**config.mk**
```make
export PLATFORM = sky130hd
export DESIGN_NAME = rice_core_retire_monitor_flat
export DESIGN_NICKNAME = d
export VERILOG_FILES = /design/src/rtl/rice_core_pkg.sv /design/src/rtl/rice_core_pipeline_if.sv /design/src/rtl/rice_core_trace_fifo.sv /design/src/rtl/rice_core_retire_monitor.sv /design/src/flat_wrapper.sv
export SDC_FILE = /design/constraint.sdc
export NUM_CORES = 1
export LEC_CHECK = 0
export ABC_AREA = 0
export CAP_MARGIN = 20
export CORE_MARGIN = 4
export CORE_UTILIZATION = 40
export CTS_BUF_LIST = sky130_fd_sc_hd__clkbuf_8
export CTS_CLUSTER_DIAMETER = 60
export DETAILED_ROUTE_END_ITERATION = 10
export GPL_TIMING_DRIVEN = 0
export HOLD_SLACK_MARGIN = 0.03
export PLACE_DENSITY_LB_ADDON = 0.25
export SETUP_SLACK_MARGIN = 0.05
export SLEW_MARGIN = 20
export SYNTH_ARGS = -nofsm -noshare
export SYNTH_HDL_FRONTEND = slang
export SYNTH_SLANG_ARGS = --single-unit
```
**constraint.sdc**
```tcl
create_clock -name i_clk -period 10.65 [get_ports i_clk]
set_clock_uncertainty 0.05 [all_clocks]
set_input_delay 3.195 -clock i_clk [delete_from_list [all_inputs] [get_ports i_clk]]
set_output_delay 3.195 -clock i_clk [all_outputs]
set_load 0.1 [all_outputs]
```
**src/rtl/rice_core_pkg.sv**
```systemverilog
// Shared core definitions: result and trace record types plus sizing helpers.
// The type macro is expanded inside each XLEN-parameterised unit so that
// struct widths follow the local XLEN rather than a package-wide constant.

// Expands to the pipeline result and trace record struct typedefs for a given XLEN.
`define RICE_CORE_DEFINE_TYPES(XLEN) \
  typedef struct packed { \
    logic              valid; \
    logic [XLEN-1:0]   pc; \
    logic [31:0]       inst; \
    logic [4:0]        rd; \
    logic              rd_write; \
    logic [XLEN-1:0]   rd_value; \
  } rice_core_ex_result; \
  typedef struct packed { \
    logic [31:0]       seq; \
    logic [XLEN-1:0]   pc; \
    logic [31:0]       inst; \
    logic [4:0]        rd; \
    logic              rd_write; \
    logic [XLEN-1:0]   rd_value; \
    logic              gap; \
  } rice_core_trace_entry;

package rice_core_pkg;

  localparam int SEQ_WIDTH = 32;

  // Flat width of rice_core_trace_entry, for ports that must be sized before
  // the struct typedef is in scope: seq + pc + inst + rd + rd_write + rd_value + gap.
  function automatic int trace_entry_bits(input int xlen);
    return SEQ_WIDTH + xlen + 32 + 5 + 1 + xlen + 1;
  endfunction

endpackage

```
**src/rtl/rice_core_pipeline_if.sv**
```systemverilog
// Core pipeline interface: EX-stage result plus stall/flush qualifiers.
// core modport drives everything; monitor modport only observes.
// No flow control of its own; stall is the pipeline's backpressure.
interface rice_core_pipeline_if #(
  parameter int XLEN = 32
);
  `RICE_CORE_DEFINE_TYPES(XLEN)

  rice_core_ex_result ex_result;
  logic               stall;
  logic               flush;

  modport core    (output ex_result, output stall, output flush);
  modport monitor (input  ex_result, input  stall, input  flush);
endinterface

```
**src/rtl/rice_core_trace_fifo.sv**
```systemverilog
// Synchronous FIFO for trace records; pointers carry an extra wrap bit for full/empty.
// Latency: entry written at edge N is visible on head after edge N (no bypass).
// Backpressure: push while full is ignored unless a pop happens in the same cycle.
// Ports: clk/rst (sync, active-high), push/push_entry, pop, full, empty, head.
module rice_core_trace_fifo #(
  parameter int  DEPTH   = 4,
  parameter type entry_t = logic
) (
  input  logic   clk,
  input  logic   rst,
  input  logic   push,
  input  entry_t push_entry,
  input  logic   pop,
  output logic   full,
  output logic   empty,
  output entry_t head
);
  localparam int         AW      = $clog2(DEPTH);
  localparam logic [AW:0] PTR_ONE = {{AW{1'b0}}, 1'b1};

  logic [AW:0] wr_ptr;
  logic [AW:0] rd_ptr;
  entry_t      mem [DEPTH];
  logic        do_push;
  logic        do_pop;

  assign empty   = (wr_ptr == rd_ptr);
  // Same slot index but opposite lap: writer is one full lap ahead.
  assign full    = (wr_ptr[AW] != rd_ptr[AW]) && (wr_ptr[AW-1:0] == rd_ptr[AW-1:0]);
  assign do_pop  = pop && !empty;
  // A pop frees the head slot this cycle, so a push into a full FIFO is still safe.
  assign do_push = push && (!full || do_pop);

  always_ff @(posedge clk) begin
    if (rst) begin
      wr_ptr <= '0;
      rd_ptr <= '0;
    end else begin
      if (do_push) wr_ptr <= wr_ptr + PTR_ONE;
      if (do_pop)  rd_ptr <= rd_ptr + PTR_ONE;
    end
  end

  // Storage needs no reset; pointers define what is valid.
  always_ff @(posedge clk) begin
    if (do_push) mem[wr_ptr[AW-1:0]] <= push_entry;
  end

  // Masking when empty keeps the head at zero out of reset and between bursts.
  assign head = empty ? '0 : mem[rd_ptr[AW-1:0]];
endmodule

```
**src/rtl/rice_core_retire_monitor.sv**
```systemverilog
// Passive retire monitor: packs each EX-stage retirement into a trace record and streams it out.
// Latency: record for a retire sampled at edge N is presented after edge N; counters update at edge N.
// Backpressure: valid/ready output; on FIFO overflow records are dropped until drained, then gap=1.
// Ports: i_clk/i_rst (sync, active-high), pipeline_if (monitor modport), i_enable,
//        o_trace_valid/i_trace_ready/o_trace stream, performance counters o_*.
module rice_core_retire_monitor
  import rice_core_pkg::*;
#(
  parameter int XLEN       = 32,
  parameter int FIFO_DEPTH = 4,
  parameter int CNT_WIDTH  = 64
) (
  input  logic                               i_clk,
  input  logic                               i_rst,
  rice_core_pipeline_if.monitor              pipeline_if,
  input  logic                               i_enable,
  output logic                               o_trace_valid,
  input  logic                               i_trace_ready,
  output logic [trace_entry_bits(XLEN)-1:0]  o_trace,
  output logic [CNT_WIDTH-1:0]               o_instret,
  output logic [CNT_WIDTH-1:0]               o_stall_cycles,
  output logic [CNT_WIDTH-1:0]               o_flush_count,
  output logic [CNT_WIDTH-1:0]               o_drop_count
);
  `RICE_CORE_DEFINE_TYPES(XLEN)

  typedef enum logic [1:0] {
    RUN    = 2'd0,
    DROP   = 2'd1,
    RESYNC = 2'd2
  } mon_state_e;

  localparam logic [CNT_WIDTH-1:0] CNT_ONE = {{(CNT_WIDTH-1){1'b0}}, 1'b1};
  localparam logic [SEQ_WIDTH-1:0] SEQ_ONE = {{(SEQ_WIDTH-1){1'b0}}, 1'b1};

  mon_state_e           state_q;
  mon_state_e           state_d;
  logic [SEQ_WIDTH-1:0] seq_q;
  logic                 retire;
  logic                 pop;
  logic                 push;
  logic                 drop;
  logic                 gap;
  logic                 fifo_full;
  logic                 fifo_empty;
  rice_core_trace_entry push_entry;
  rice_core_trace_entry head_entry;

  // A flushing branch/jump still retires: flush does not qualify the event.
  assign retire = pipeline_if.ex_result.valid && !pipeline_if.stall && i_enable;
  assign pop    = o_trace_valid && i_trace_ready;

  always_comb begin
    state_d = state_q;
    push    = 1'b0;
    drop    = 1'b0;
    gap     = 1'b0;
    // With capture disabled the FSM holds; the FIFO keeps draining independently.
    if (i_enable) begin
      case (state_q)
        RUN: begin
          if (retire) begin
            if (!fifo_full || pop) begin
              push = 1'b1;
            end else begin
              drop    = 1'b1;
              state_d = DROP;
            end
          end
        end
        DROP: begin
          // Stay lossy until the consumer has caught up completely, so the
          // next kept record marks a clean discontinuity.
          if (retire)     drop    = 1'b1;
          if (fifo_empty) state_d = RESYNC;
        end
        RESYNC: begin
          if (retire) begin
            push    = 1'b1;
            gap     = 1'b1;
            state_d = RUN;
          end
        end
        default: state_d = RUN;
      endcase
    end
  end

  always_comb begin
    push_entry          = '0;
    push_entry.seq      = seq_q;
    push_entry.pc       = pipeline_if.ex_result.pc;
    push_entry.inst     = pipeline_if.ex_result.inst;
    push_entry.rd       = pipeline_if.ex_result.rd;
    push_entry.rd_write = pipeline_if.ex_result.rd_write;
    push_entry.rd_value = pipeline_if.ex_result.rd_value;
    push_entry.gap      = gap;
  end

  always_ff @(posedge i_clk) begin
    if (i_rst) begin
      state_q        <= RUN;
      seq_q          <= '0;
      o_instret      <= '0;
      o_stall_cycles <= '0;
      o_flush_count  <= '0;
      o_drop_count   <= '0;
    end else begin
      state_q <= state_d;
      // seq advances on every retire, kept or dropped, so gaps are visible downstream.
      if (retire) begin
        seq_q     <= seq_q + SEQ_ONE;
        o_instret <= o_instret + CNT_ONE;
      end
      if (i_enable && pipeline_if.stall) o_stall_cycles <= o_stall_cycles + CNT_ONE;
      if (i_enable && pipeline_if.flush) o_flush_count  <= o_flush_count + CNT_ONE;
      if (drop)                          o_drop_count   <= o_drop_count + CNT_ONE;
    end
  end

  rice_core_trace_fifo #(
    .DEPTH   (FIFO_DEPTH),
    .entry_t (rice_core_trace_entry)
  ) u_trace_fifo (
    .clk        (i_clk),
    .rst        (i_rst),
    .push       (push),
    .push_entry (push_entry),
    .pop        (pop),
    .full       (fifo_full),
    .empty      (fifo_empty),
    .head       (head_entry)
  );

  assign o_trace_valid = !fifo_empty;
  assign o_trace       = head_entry;
endmodule

```
**src/flat_wrapper.sv**
```systemverilog
// flat-port wrapper written by rule: the top's interface ports become plain ports
module rice_core_retire_monitor_flat import rice_core_pkg::*;
#(
  parameter int XLEN       = 32,
  parameter int FIFO_DEPTH = 4,
  parameter int CNT_WIDTH  = 64
)
  (i_clk, i_rst, i_enable, o_trace_valid, i_trace_ready, o_trace, o_instret, o_stall_cycles, o_flush_count, o_drop_count, pipeline_if_ex_result, pipeline_if_stall, pipeline_if_flush);
  rice_core_pipeline_if #(.XLEN(XLEN)) pipeline_if_i ();
  input  logic i_clk;
  input  logic i_rst;
  input  logic i_enable;
  output logic o_trace_valid;
  input  logic i_trace_ready;
  output logic [trace_entry_bits(XLEN)-1:0] o_trace;
  output logic [CNT_WIDTH-1:0] o_instret;
  output logic [CNT_WIDTH-1:0] o_stall_cycles;
  output logic [CNT_WIDTH-1:0] o_flush_count;
  output logic [CNT_WIDTH-1:0] o_drop_count;
  input wire logic [$bits(pipeline_if_i.ex_result)-1:0] pipeline_if_ex_result;
  input wire logic [$bits(pipeline_if_i.stall)-1:0] pipeline_if_stall;
  input wire logic [$bits(pipeline_if_i.flush)-1:0] pipeline_if_flush;
  assign pipeline_if_i.ex_result = pipeline_if_ex_result;
  assign pipeline_if_i.stall = pipeline_if_stall;
  assign pipeline_if_i.flush = pipeline_if_flush;
  rice_core_retire_monitor #(.XLEN(XLEN), .FIFO_DEPTH(FIFO_DEPTH), .CNT_WIDTH(CNT_WIDTH)) u_core (.i_clk(i_clk), .i_rst(i_rst), .pipeline_if(pipeline_if_i), .i_enable(i_enable), .o_trace_valid(o_trace_valid), .i_trace_ready(i_trace_ready), .o_trace(o_trace), .o_instret(o_instret), .o_stall_cycles(o_stall_cycles), .o_flush_count(o_flush_count), .o_drop_count(o_drop_count));
endmodule
```
==> reports/qor.yml <==
floorplan:
  die_w_um: 301
  die-height_um: 301
  placementRows: 107
  pin_count: 501
  start_util: 0.403
  core_area_um2: 85100
  die_area_um2: 90500
setup_path:
  reg2reg_slack_ps: 7580
  crit_slowest_cell: "clkdlybuf4s50_1"
  crit_chain: "clkbuf_1 -> clkbuf_1 -> buf_1 -> mux4_2 -> and2_1 -> clkdlybuf4s50_1"
  path_common_cell: "clkbuf_1"
  timing.rr.end: "u_core.o_instret[58]"
  startpoint_type: "register"
  critPathMaxStageDelay_ps: 1010
  critPathArrivalTime_ps: 5110
  cp-end-kind: "primary output"
  required_ps: 7410
  crit_fanout: 10
  critPathKind: "register to primary output"
  worstReg2RegStart: "u_core.o_instret[29]"
  r2r_cells: 6
global_routing:
  grt_pass1_vias: 25100
  grt_util_all_layers: 0.202
  grt.overflow.total: 0
  grt_max_degree: 45
  antenna_found_initial: 2
  grt_pass1_wl_mm: 143
clock_network:
  cts_setup_buffers: 0
  clk_latency_ps: 770
  cts_resized: 0
  clock_sinks: 838
  cts_root_buffer: "clkbuf_8"
  cts_hold_buf: 0
  clock_path_buffers: 3
  cts_buffers: 145
  cts-htree-levels: 4
  cts_tree: "built"
  cts.clk_slew.worst_paths_ps: 60
power_and_ir_drop:
  p_per_area_nw_per_um2: 169
  power.switching_uw: 2150
  power.internal_uw: 5260
  ir_worst_vdd_mv: 0.0908
  p_leak_uw: 0.0135
  seqPwrFrac: 0.470
  power.total_uw: 7410
  power_frac_comb: 0.152
  switching_share: 0.290
  pwr-share-clk: 0.378
timing:
  fin_ws_ps: 2290
  setup_viol: 0
  hold_viol_final: 0
  rsz0062_at_grt: "no"
  relSlewSlack: 0.234
  finalMaxSlewViolations: 0
  fmax_mhz: 120
  period_needed_ps: 8360
  hold_ws_ps: 453
  fin_crit_sh: 0.785
  worstMarginPinSlew_ps: 1150
logic_synthesis:
  ys_seq_area_frac: 0.646
  synth_cells: 2552
  avgSynthCellArea_um2: 13.4
  yosysUniqueCellTypes: 48
  ys_ff_latch: 838
  ys_async_sr_fraction: 0
  syn-num-nets: 2671
  ys_warn_count: 0
  syn-cell-area_um2: 34300
  synth_edf_count: 540
  synth_ff_type: "edfxtp_1"
worst_hold_path:
  hold_class: "register to register"
  holdPathEnd: "u_core.o_stall_cycles[1]"
  holdPathStages: 2
  worstHoldStart: "u_core.o_stall_cycles[1]"
placed_design:
  place_area_um2: 41100
  port_buffers: 500
  place_inst: 4209
  gp_congestion: 0.913
  hpwl_mm: 64.5
  pre_cts_ws_ps: 2840
detailed_routing:
  routed-via-count: 24100
  drc_errors: 0
  first_iter_violations: 1554
  wirelength_mm: 93.7
  post_drt_wl_per_cell_um: 20.9
  ant_nets: 0
  viasPerCell: 5.38
  dr.pass1.iters: 5
final_layout:
  nNetsFinal: 3331
  drive_above_1_share: 0.112
  fill_cells: 7288
  synthToLayoutAreaGrowth_pct: 27.8
  final_area_um2: 43900
  final_cells: 4474
  mostFrequentLayoutCells: "edfxtp_1 (540), clkdlybuf4s50_1 (498), dfxtp_1 (298)"
  final_common_cell: "edfxtp_1"
status:
  status: "finished, final reports clean"
flow_run:
  maxCapViolCount: 0
[registers in the layout (all words and copies together), names as in the netlist, named ones only]
signal                      cells
u_core.state_q                  2
u_core.u_trace_fifo.wr_ptr      3
u_core.u_trace_fifo.mem       540
u_core.o_stall_cycles          64
u_core.o_drop_count            64
u_core.o_instret               64
u_core.o_flush_count           64
u_core.seq_q                   32
u_core.u_trace_fifo.rd_ptr      3
[worst max path at each step]
stage / start / endpoint / slack, ps / depth (start not counted)
3_5_place_dp: register / o_trace[133] / 2840 / 6
4_1_cts: register / o_trace[133] / 1860 / 6
5_1_grt: register / o_trace[126] / 1870 / 6
3_3_place_gp: i_enable / u_core.u_trace_fifo.mem[3][33] / -1020 / 5
6_report: register / o_trace[106] / 2290 / 6
2_1_floorplan: i_enable / u_core.u_trace_fifo.mem[3][0] / 3000 / 4
[through the flow]
| stage | utilization | setup TNS, ps |
|---|---|---|
| 5_1_grt | 0.515 | 0 |
| 4_1_cts | 0.515 | 0 |
| 3_3_place_gp | 0.479 | -517330 |
| 6_report | 0.515 | 0 |
| 3_5_place_dp | 0.482 | 0 |
| 2_1_floorplan | - | 0 |
[Yosys cell counts (3+ instances only)]
cell type,instances,area [um2]
nand4_1,98,613
dfxtp_1,298,5970
xor2_1,74,648
nor4_2,3,37.5
clkbuf_1,106,398
nand3_1,103,515
nor3_1,29,145
buf_2,3,15.0
inv_1,35,131
nor2b_1,4,25.0
o21ai_1,8,40.0
and2_1,151,945
and3_1,32,200
nand2_1,120,450
o41ai_1,5,43.8
edfxtp_1,540,16200
nand3b_1,4,30.0
or4b_2,4,40.0
mux2_2,3,33.8
nor2_1,188,706
buf_1,13,48.8
xnor2_1,77,674
o21ai_0,66,330
ha_1,10,125
or4_1,59,443
or3_1,79,494
or4_4,3,33.8
mux4_2,135,3040
nor4_1,48,300
a21oi_1,142,711
o31ai_1,52,390
a31o_2,3,26.3
and4_1,29,254
or2_2,7,43.8
nand4bb_1,4,45.0
[critical path, delay by kind of cell, from the launching register on]
family / cells / cell delay [ps]
buffers and inverters: 4 / 3240
muxes: 1 / 630
DFF: 1 / 300
and+or+nand+nor: 1 / 190
[per-layer routing]
layer | wire length (um) | up-vias | track usage
li1 | - | 11100 | -
met1 | 36800 | 12000 | 0.241
met2 | 46300 | 821 | 0.345
met3 | 7930 | 163 | 0.0659
met4 | 2620 | 0 | 0.0706
met5 | 0 | - | 0
[cells by family (layout without fill, tap and decap cells)]
| family | count (synthesis) | in the layout | share of synthesized area |
|---|---|---|---|
| fa+ha+maj | 10 | 10 | 0.00365 |
| simple gates | 974 | 974 | 0.157 |
| compound gates | 282 | 282 | 0.0465 |
| mux | 138 | 138 | 0.0896 |
| buf+inv | 159 | 932 | 0.0179 |
| flops | 838 | 838 | 0.646 |
| other cells | 0 | 5 | 0 |
| xor+xnor | 151 | 151 | 0.0385 |
[power by group through the flow]
stage	clock network, uW	registers (uW)	logic (uW)
final	2800	3480	1120
after global routing	3040	3480	1170
after CTS	2890	3480	1140
after detailed placement	0	3550	1140
after global placement	0	3560	1130
after floorplan	0	3560	801
[area by class of cell]
cell class,count,area [um2],share of cell area
buffer,124,488,0.0111
timing repair buffer,513,5300,0.121
tap,1144,1430,0.0326
antenna,5,12.5,0.000285
clock inverter,101,584,0.0133
multi-input combinational,1555,11500,0.263
inverter,35,131,0.00300
clock buffer,159,2190,0.0499
sequential,838,22200,0.506
Power figures use the tool's default switching activity.
